--- config.mk ---
export PLATFORM = sky130hd
export DESIGN_NAME = uart_tx_frame_ctrl
export DESIGN_NICKNAME = d
export VERILOG_FILES = /design/src/rtl/uart_tx_frame_ctrl.sv
export SDC_FILE = /design/constraint.sdc
export NUM_CORES = 1
export LEC_CHECK = 0
export ABC_CLOCK_PERIOD_IN_PS = 1700
export BUFFER_PORTS_ARGS = -buffer_cell sky130_fd_sc_hd__buf_2
export CORE_ASPECT_RATIO = 1.75
export CORE_UTILIZATION = 35
export CTS_CLUSTER_DIAMETER = 50
export CTS_CLUSTER_SIZE = 8
export DETAILED_ROUTE_END_ITERATION = 10
export GPL_TIMING_DRIVEN = 0
export PLACE_DENSITY = 0.6
export REMOVE_ABC_BUFFERS = 1
export SLEW_MARGIN = 15
export SYNTH_ARGS = -nofsm -noshare
export SYNTH_HDL_FRONTEND = slang
export SYNTH_SLANG_ARGS = --single-unit
--- constraint.sdc ---
create_clock -name CLK -period 1.7 [get_ports CLK]
set_clock_uncertainty 0.15 [all_clocks]
set_input_delay 0.17 -clock CLK [delete_from_list [all_inputs] [get_ports CLK]]
set_output_delay 0.17 -clock CLK [all_outputs]
set_load 0.005 [all_outputs]
--- src/rtl/uart_tx_frame_ctrl.sv ---
// rtl/uart_tx_frame_ctrl.sv - UART transmit frame controller and serializer
//
// Purpose:
//   Accepts a parallel word on a valid strobe while idle, latches the word,
//   the parity enable and the computed parity bit, then walks a Moore FSM
//   through START, DATA (LSB first), optional PARITY and STOP. The downstream
//   output-select stage uses MUX_SEL to pick start/data/parity/stop levels.
//
// Ports:
//   CLK        in   bit-rate clock, one UART bit per cycle
//   RST        in   asynchronous active-low reset
//   P_DATA     in   parallel word, sampled only on acceptance
//   Data_Valid in   request strobe, honoured only in IDLE
//   PAR_EN     in   parity enable, latched on acceptance
//   PAR_TYP    in   parity type (0 even, 1 odd), latched on acceptance
//   Ser_data   out  current serial data bit (shift register LSB)
//   PAR_Bit    out  registered parity bit of the latched word
//   MUX_SEL    out  00 start, 01 data, 10 parity, 11 idle/stop
//   busy       out  high whenever the FSM is not in IDLE

module uart_tx_frame_ctrl #(
  parameter int DATA_WIDTH = 8
) (
  input  logic                  CLK,
  input  logic                  RST,
  input  logic [DATA_WIDTH-1:0] P_DATA,
  input  logic                  Data_Valid,
  input  logic                  PAR_EN,
  input  logic                  PAR_TYP,
  output logic                  Ser_data,
  output logic                  PAR_Bit,
  output logic [1:0]            MUX_SEL,
  output logic                  busy
);

  // A one-bit counter is still needed when DATA_WIDTH is 1.
  localparam int CNT_W = (DATA_WIDTH > 1) ? $clog2(DATA_WIDTH) : 1;
  localparam logic [CNT_W-1:0] LAST_BIT = CNT_W'(DATA_WIDTH - 1);

  typedef enum logic [2:0] {
    S_IDLE   = 3'd0,
    S_START  = 3'd1,
    S_DATA   = 3'd2,
    S_PARITY = 3'd3,
    S_STOP   = 3'd4
  } state_e;

  state_e                  state_q, state_d;
  logic [DATA_WIDTH-1:0]   shift_q, shift_d;
  logic [CNT_W-1:0]        cnt_q,   cnt_d;
  logic                    par_en_q, par_en_d;
  logic                    par_bit_q, par_bit_d;

  always_ff @(posedge CLK or negedge RST) begin
    if (!RST) begin
      state_q   <= S_IDLE;
      shift_q   <= '0;
      cnt_q     <= '0;
      par_en_q  <= 1'b0;
      par_bit_q <= 1'b0;
    end else begin
      state_q   <= state_d;
      shift_q   <= shift_d;
      cnt_q     <= cnt_d;
      par_en_q  <= par_en_d;
      par_bit_q <= par_bit_d;
    end
  end

  always_comb begin
    state_d   = state_q;
    shift_d   = shift_q;
    cnt_d     = cnt_q;
    par_en_d  = par_en_q;
    par_bit_d = par_bit_q;

    case (state_q)
      S_IDLE: begin
        if (Data_Valid) begin
          shift_d   = P_DATA;
          par_en_d  = PAR_EN;
          par_bit_d = (^P_DATA) ^ PAR_TYP;
          cnt_d     = '0;
          state_d   = S_START;
        end
      end

      // Shift register already holds bit 0 on its LSB, so no shift here.
      S_START: state_d = S_DATA;

      S_DATA: begin
        shift_d = shift_q >> 1;
        if (cnt_q == LAST_BIT) begin
          // Counter holds on the last bit so it never wraps inside a frame.
          state_d = par_en_q ? S_PARITY : S_STOP;
        end else begin
          cnt_d = cnt_q + CNT_W'(1);
        end
      end

      S_PARITY: state_d = S_STOP;

      // Data_Valid is deliberately ignored here: one IDLE cycle separates frames.
      S_STOP:   state_d = S_IDLE;

      default:  state_d = S_IDLE;
    endcase
  end

  // Moore decode of the state register only.
  always_comb begin
    MUX_SEL = 2'b11;
    busy    = 1'b0;
    case (state_q)
      S_START:  begin MUX_SEL = 2'b00; busy = 1'b1; end
      S_DATA:   begin MUX_SEL = 2'b01; busy = 1'b1; end
      S_PARITY: begin MUX_SEL = 2'b10; busy = 1'b1; end
      S_STOP:   begin MUX_SEL = 2'b11; busy = 1'b1; end
      default:  begin MUX_SEL = 2'b11; busy = 1'b0; end
    endcase
  end

  assign Ser_data = shift_q[0];
  assign PAR_Bit  = par_bit_q;

endmodule

; After elaboration in Yosys (flattened, before gate mapping)
; Index checks and enable logic that the tools add are counted.
[word_totals]
register_bits = 16
in_bits = 13
output_inout_bits = 5
word_cells = 34
[op_classes]
addsub = 1
n_eq_ne = 8
n_mux = 11
bitwise = 1
n_reduce_logical = 8
[op_table]
columns = cell, n
row1 = $pmux W8 S2, 1
row2 = $mux W3, 5
row3 = $pmux W3 S4, 1
row4 = $mux W8, 1
row5 = $reduce_xor A8 Y1, 1
row6 = $eq A3 B2 Y1 const B, 2
row7 = $eq A3 B3 Y1 const B, 2
row8 = $ne A2 B2 Y1 const B, 3
row9 = $pmux W2 S3, 1
row10 = $pmux W3 S2, 1
row11 = $reduce_and A2 Y1, 3
row12 = $reduce_or A4 Y1, 1
row13 = $add A3 B1 Y3 const B, 1
row14 = $eq A3 B1 Y1 const B, 1
row15 = $logic_not A3 Y1, 1
row16 = $reduce_and A3 Y1, 1
row17 = $reduce_bool A2 Y1, 1
row18 = $mux W1, 1
row19 = $xor A1 B1 Y1, 1

; Logic depth before layout (Yosys ltp)
[depth]
word_depth = 3
ltp_mapped = 6

; Worst setup path after synthesis
; Ideal clock, no wire load.
[synth_path]
kind = register -> register
from = register state_q[0]
to = register cnt_q[0]
setup_time_ns = 0.079
t_arrival_ns = 1.185
required_time_ns = 1.471
path_slack_ns = 0.286
stages_incl_launch_ff = 6
path_buffers = 2
synth_period_minus_slack_ns = 1.414
cell_sequence = dfrtp_1 -> buf_4 -> nor3b_4 -> buf_6 -> and2b_2 -> mux2i_1
[synth_via]
elab_chain_len = 3
elab_cells_between_ends = 7
classes_between = 3 x eq/ne / 1 x mux / 3 x reduce/logical
[synth_lines]
columns = element, line_no
row1 = "start, declared", 48  ; state_e state_q, state_d;
row2 = "start signal, assigned", 62  ; state_q <= state_d;
row3 = $eq A3 B2 Y1 or $logic_not A3 Y1 (tied branches), 77  ; case (state_q)
row4 = $ne A2 B2 Y1 (no source line) or $reduce_bool A2 Y1 (tied branches), -
row5 = $reduce_and A3 Y1 (no source line), -
row6 = "end signal, assigned", 64  ; cnt_q <= cnt_d;
row7 = "end, declared", 50  ; logic [CNT_W-1:0] cnt_q, cnt_d;
; Parallel ways exist; a longest one is shown, timed or not.
; A chain may end at the register's enable or synchronous reset.

; Worst setup path after layout
[layout_path]
from = register state_q[1]
to = register shift_q[3]
[layout_via]
elab_chain_len = 3
elab_cells_between_ends = 6
classes_between = 2 x eq/ne / 1 x mux / 3 x reduce/logical
[layout_lines]
columns = element, line_no
row1 = $eq A3 B2 Y1 or $logic_not A3 Y1 (tied branches), 77
row2 = $reduce_bool A2 Y1 (no source line) or $ne A2 B2 Y1 (tied branches), -
row3 = $reduce_and A2 Y1 (no source line), -
row4 = "end signal, assigned", 63  ; shift_q <= shift_d;
row5 = "end, declared", 49  ; logic [DATA_WIDTH-1:0] shift_q, shift_d;
; Parallel ways exist; a longest one is shown, timed or not.

==> reports/results.ini <==
[grt]
grt_max_degree = 17
grt_pass1_vias = 661
grt_first_pass_wirelength_um = 2860
antenna_found_initial = 0
grt_usage = 0.160
gr-total-overflow = 0

[timing]
slew_viol_final = 0
slew_headroom = 0.691
min_period_over_period = 0.900
fin_hold_ws_ns = 0.0104
totalNegativeSetupSlack_ns = 0
hold_viol = 0
rsz0062_at_grt = false
fin_crit_ns = 1.53
worst_pin_slew_ns = 0.463
setup_ws_ns = 0.170
fmax_ghz = 0.654
setup_viol = 0

[cells_and_area]
drive_above_1_share = 0.267
syn_to_final_growth_pct = 18.3
num-nets-final = 118
final-seq-area_um2 = 400
antenna_cells = 0
final_util = 0.443
multi_input_area_um2 = 425
n_fill_cell = 249

[worst_hold_path]
hold_depth = 2
holdCritPathClass = in -> reg

[detailed_routing]
drt-pass1-iter-count = 2
wl_per_cell_um = 12.3
ant_nets = 0
initialDrtViolationCount = 2
via_count = 613
drcViolationCount = 0
vias_per_cell = 4.87
wl_um = 1550

[setup_path]
cp_cell_sequence = nor3b_4 > buf_4 > mux2i_1 > o21ai_0
startpoint_type = flop
cp_data_required_time_ns = 1.66
max_stage_delay_ns = 0.51
crit_slowest_cell = dfrtp_1
critPathCaptureType = flop
rr_worst_depth = 4
critPathArrivalTime_ns = 1.49
path_max_fanout = 8
worstSetupPathType = reg -> reg

[status]
status = finished clean

[synth]
synth.largest_area_cell = dfrtp_1
ys_seq_area_frac = 0.464
synth-xor-area-share = 0.107
synth_compound_area_frac = 0.0769
synth_warnings = 0
synth_seq_cells = 16
synthAdderAreaFrac = 0.0290
syn-cell-area_um2 = 862
synth_cell_types = 23
syn_inst = 82
syn_area_per_cell_um2 = 10.5
synth_top_family_by_area = simple AND/OR/NAND/NOR gates
synthTopCellsByArea = dfrtp_1, mux2i_1, nand2_1, o21ai_0, xnor2_1
synth_simple_gate_area_frac = 0.147
synthMuxAreaShare = 0.129
synth_top_area_frac = 0.464

[power]
irDropWorstVdd_v = 0.000932
power_uw = 1760
power.density_mw_per_mm2 = 1720
p_leak_uw = 0.000494

[die]
core_mm2 = 0.00230
io_pins = 18
dieArea_mm2 = 0.00267
dieWidth_um = 39.5
die_h_um = 67.7
row_count = 23
floorplan.initialDensity = 0.374

[clocking]
cts_num_sinks = 16
h-tree-depth = 1
cts_tree = built
path_clk_slew_ns = 0.06
clockRootBuffer = clkbuf_8
insertion_delay_ns = 0.24
numCtsBuffers = 3
clockBufferDepth = 2

[placed_design]
pre_cts_ws_ns = -0.0769
routabilityCongestion = 0.701
hpwl_um = 1180
place.port_buffers = 17

[job]
cap_violations = 0

-- where the power goes --
group          total [µW]  internal (µW)  switching [µW]
sequential            706            556             150
combinational         774            408             366
clock                 277            157             121
-- placed cells by master (no fill, tap or decap), types with 2 or more instances in the layout --
cell type,synthesis,layout
buf_2,2,17
buf_4,2,3
clkbuf_8,0,3
dfrtp_1,16,16
ha_1,2,2
mux2i_1,10,10
nand2_1,14,14
nand2b_1,2,2
nor2_1,4,4
o21ai_0,9,9
xnor2_1,5,5
xor2_1,3,3
-- cells in the mapped netlist --
cell	number
dfrtp_1	16
nand2_1	14
mux2i_1	10
o21ai_0	9
xnor2_1	5
nor2_1	4
xor2_1	3
buf_2	2
buf_4	2
ha_1	2
nand2b_1	2
o21ai_1	2
a21oi_1	1
a31oi_1	1
and2b_2	1
buf_6	1
inv_1	1
mux2_2	1
nor2b_1	1
nor3_1	1
nor3b_1	1
nor3b_4	1
xnor3_1	1
-- per-layer routing --
layer,vias to the layer above,GRT usage,share of wire
met5,-,0,0
met2,15,0.262,0.54
li1,311,-,-
met4,0,0.116,0.019
met1,285,0.180,0.40
met3,2,0.0197,0.037
-- per-stage QoR --
| step | cell area (µm²) | std cells |
|---|---|---|
| after global routing | 1020 | 126 |
| after floorplan | 826 | 77 |
| after detailed placement | 942 | 119 |
| final | 1020 | 126 |
| after CTS | 1020 | 126 |
| after global placement | 942 | 119 |
-- critical path: cells and delay by family, from the launching register on --
kind / cells / cell delay, ns
muxes: 1 / 0.19
AOI/OAI and AO/OA: 1 / 0.09
and+or+nand+nor: 1 / 0.27
DFF: 1 / 0.51
buffers and inverters: 1 / 0.19
-- flip-flops by register name, summed over array words and instances (netlist names) --
register / flops
PAR_Bit: 1
cnt_q: 3
par_en_q: 1
shift_q: 8
state_q: 3
-- worst paths after layout --
path	startpoint	end	slack, ns
min in group asynchronous	RST	PAR_Bit	0.21
hold reg to reg	shift_q[0]	shift_q[0]	0.33
hold / removal	PAR_EN	par_en_q	0.01
setup reg to reg	state_q[1]	shift_q[3]	0.17
setup / recovery	state_q[1]	shift_q[3]	0.17
max in group asynchronous	RST	shift_q[0]	0.93
-- logic make-up after synthesis --
logic type                 after synthesis
and+or+nand+nor                         25
DFF                                     16
AOI/OAI and AO/OA                       13
muxes                                   11
xor gates and xnor gates                 9
buffers and inverters                    6
adders and majority gates                2
-- area by class of cell --
class                      count  area share
multi-input combinational     60       0.417
sequential                    16       0.393
timing repair buffer          21       0.115
clock buffer                   3      0.0405
tap                           25      0.0307
inverter                       1     0.00368
-- repair_timing --
action,in CTS,in global routing
gates resized for setup,0,1
setup endpoints to repair,10,7
setup buffers,3,0
hold endpoints to repair,16,0
hold buffers,1,0
Power figures use the tool's default switching activity.
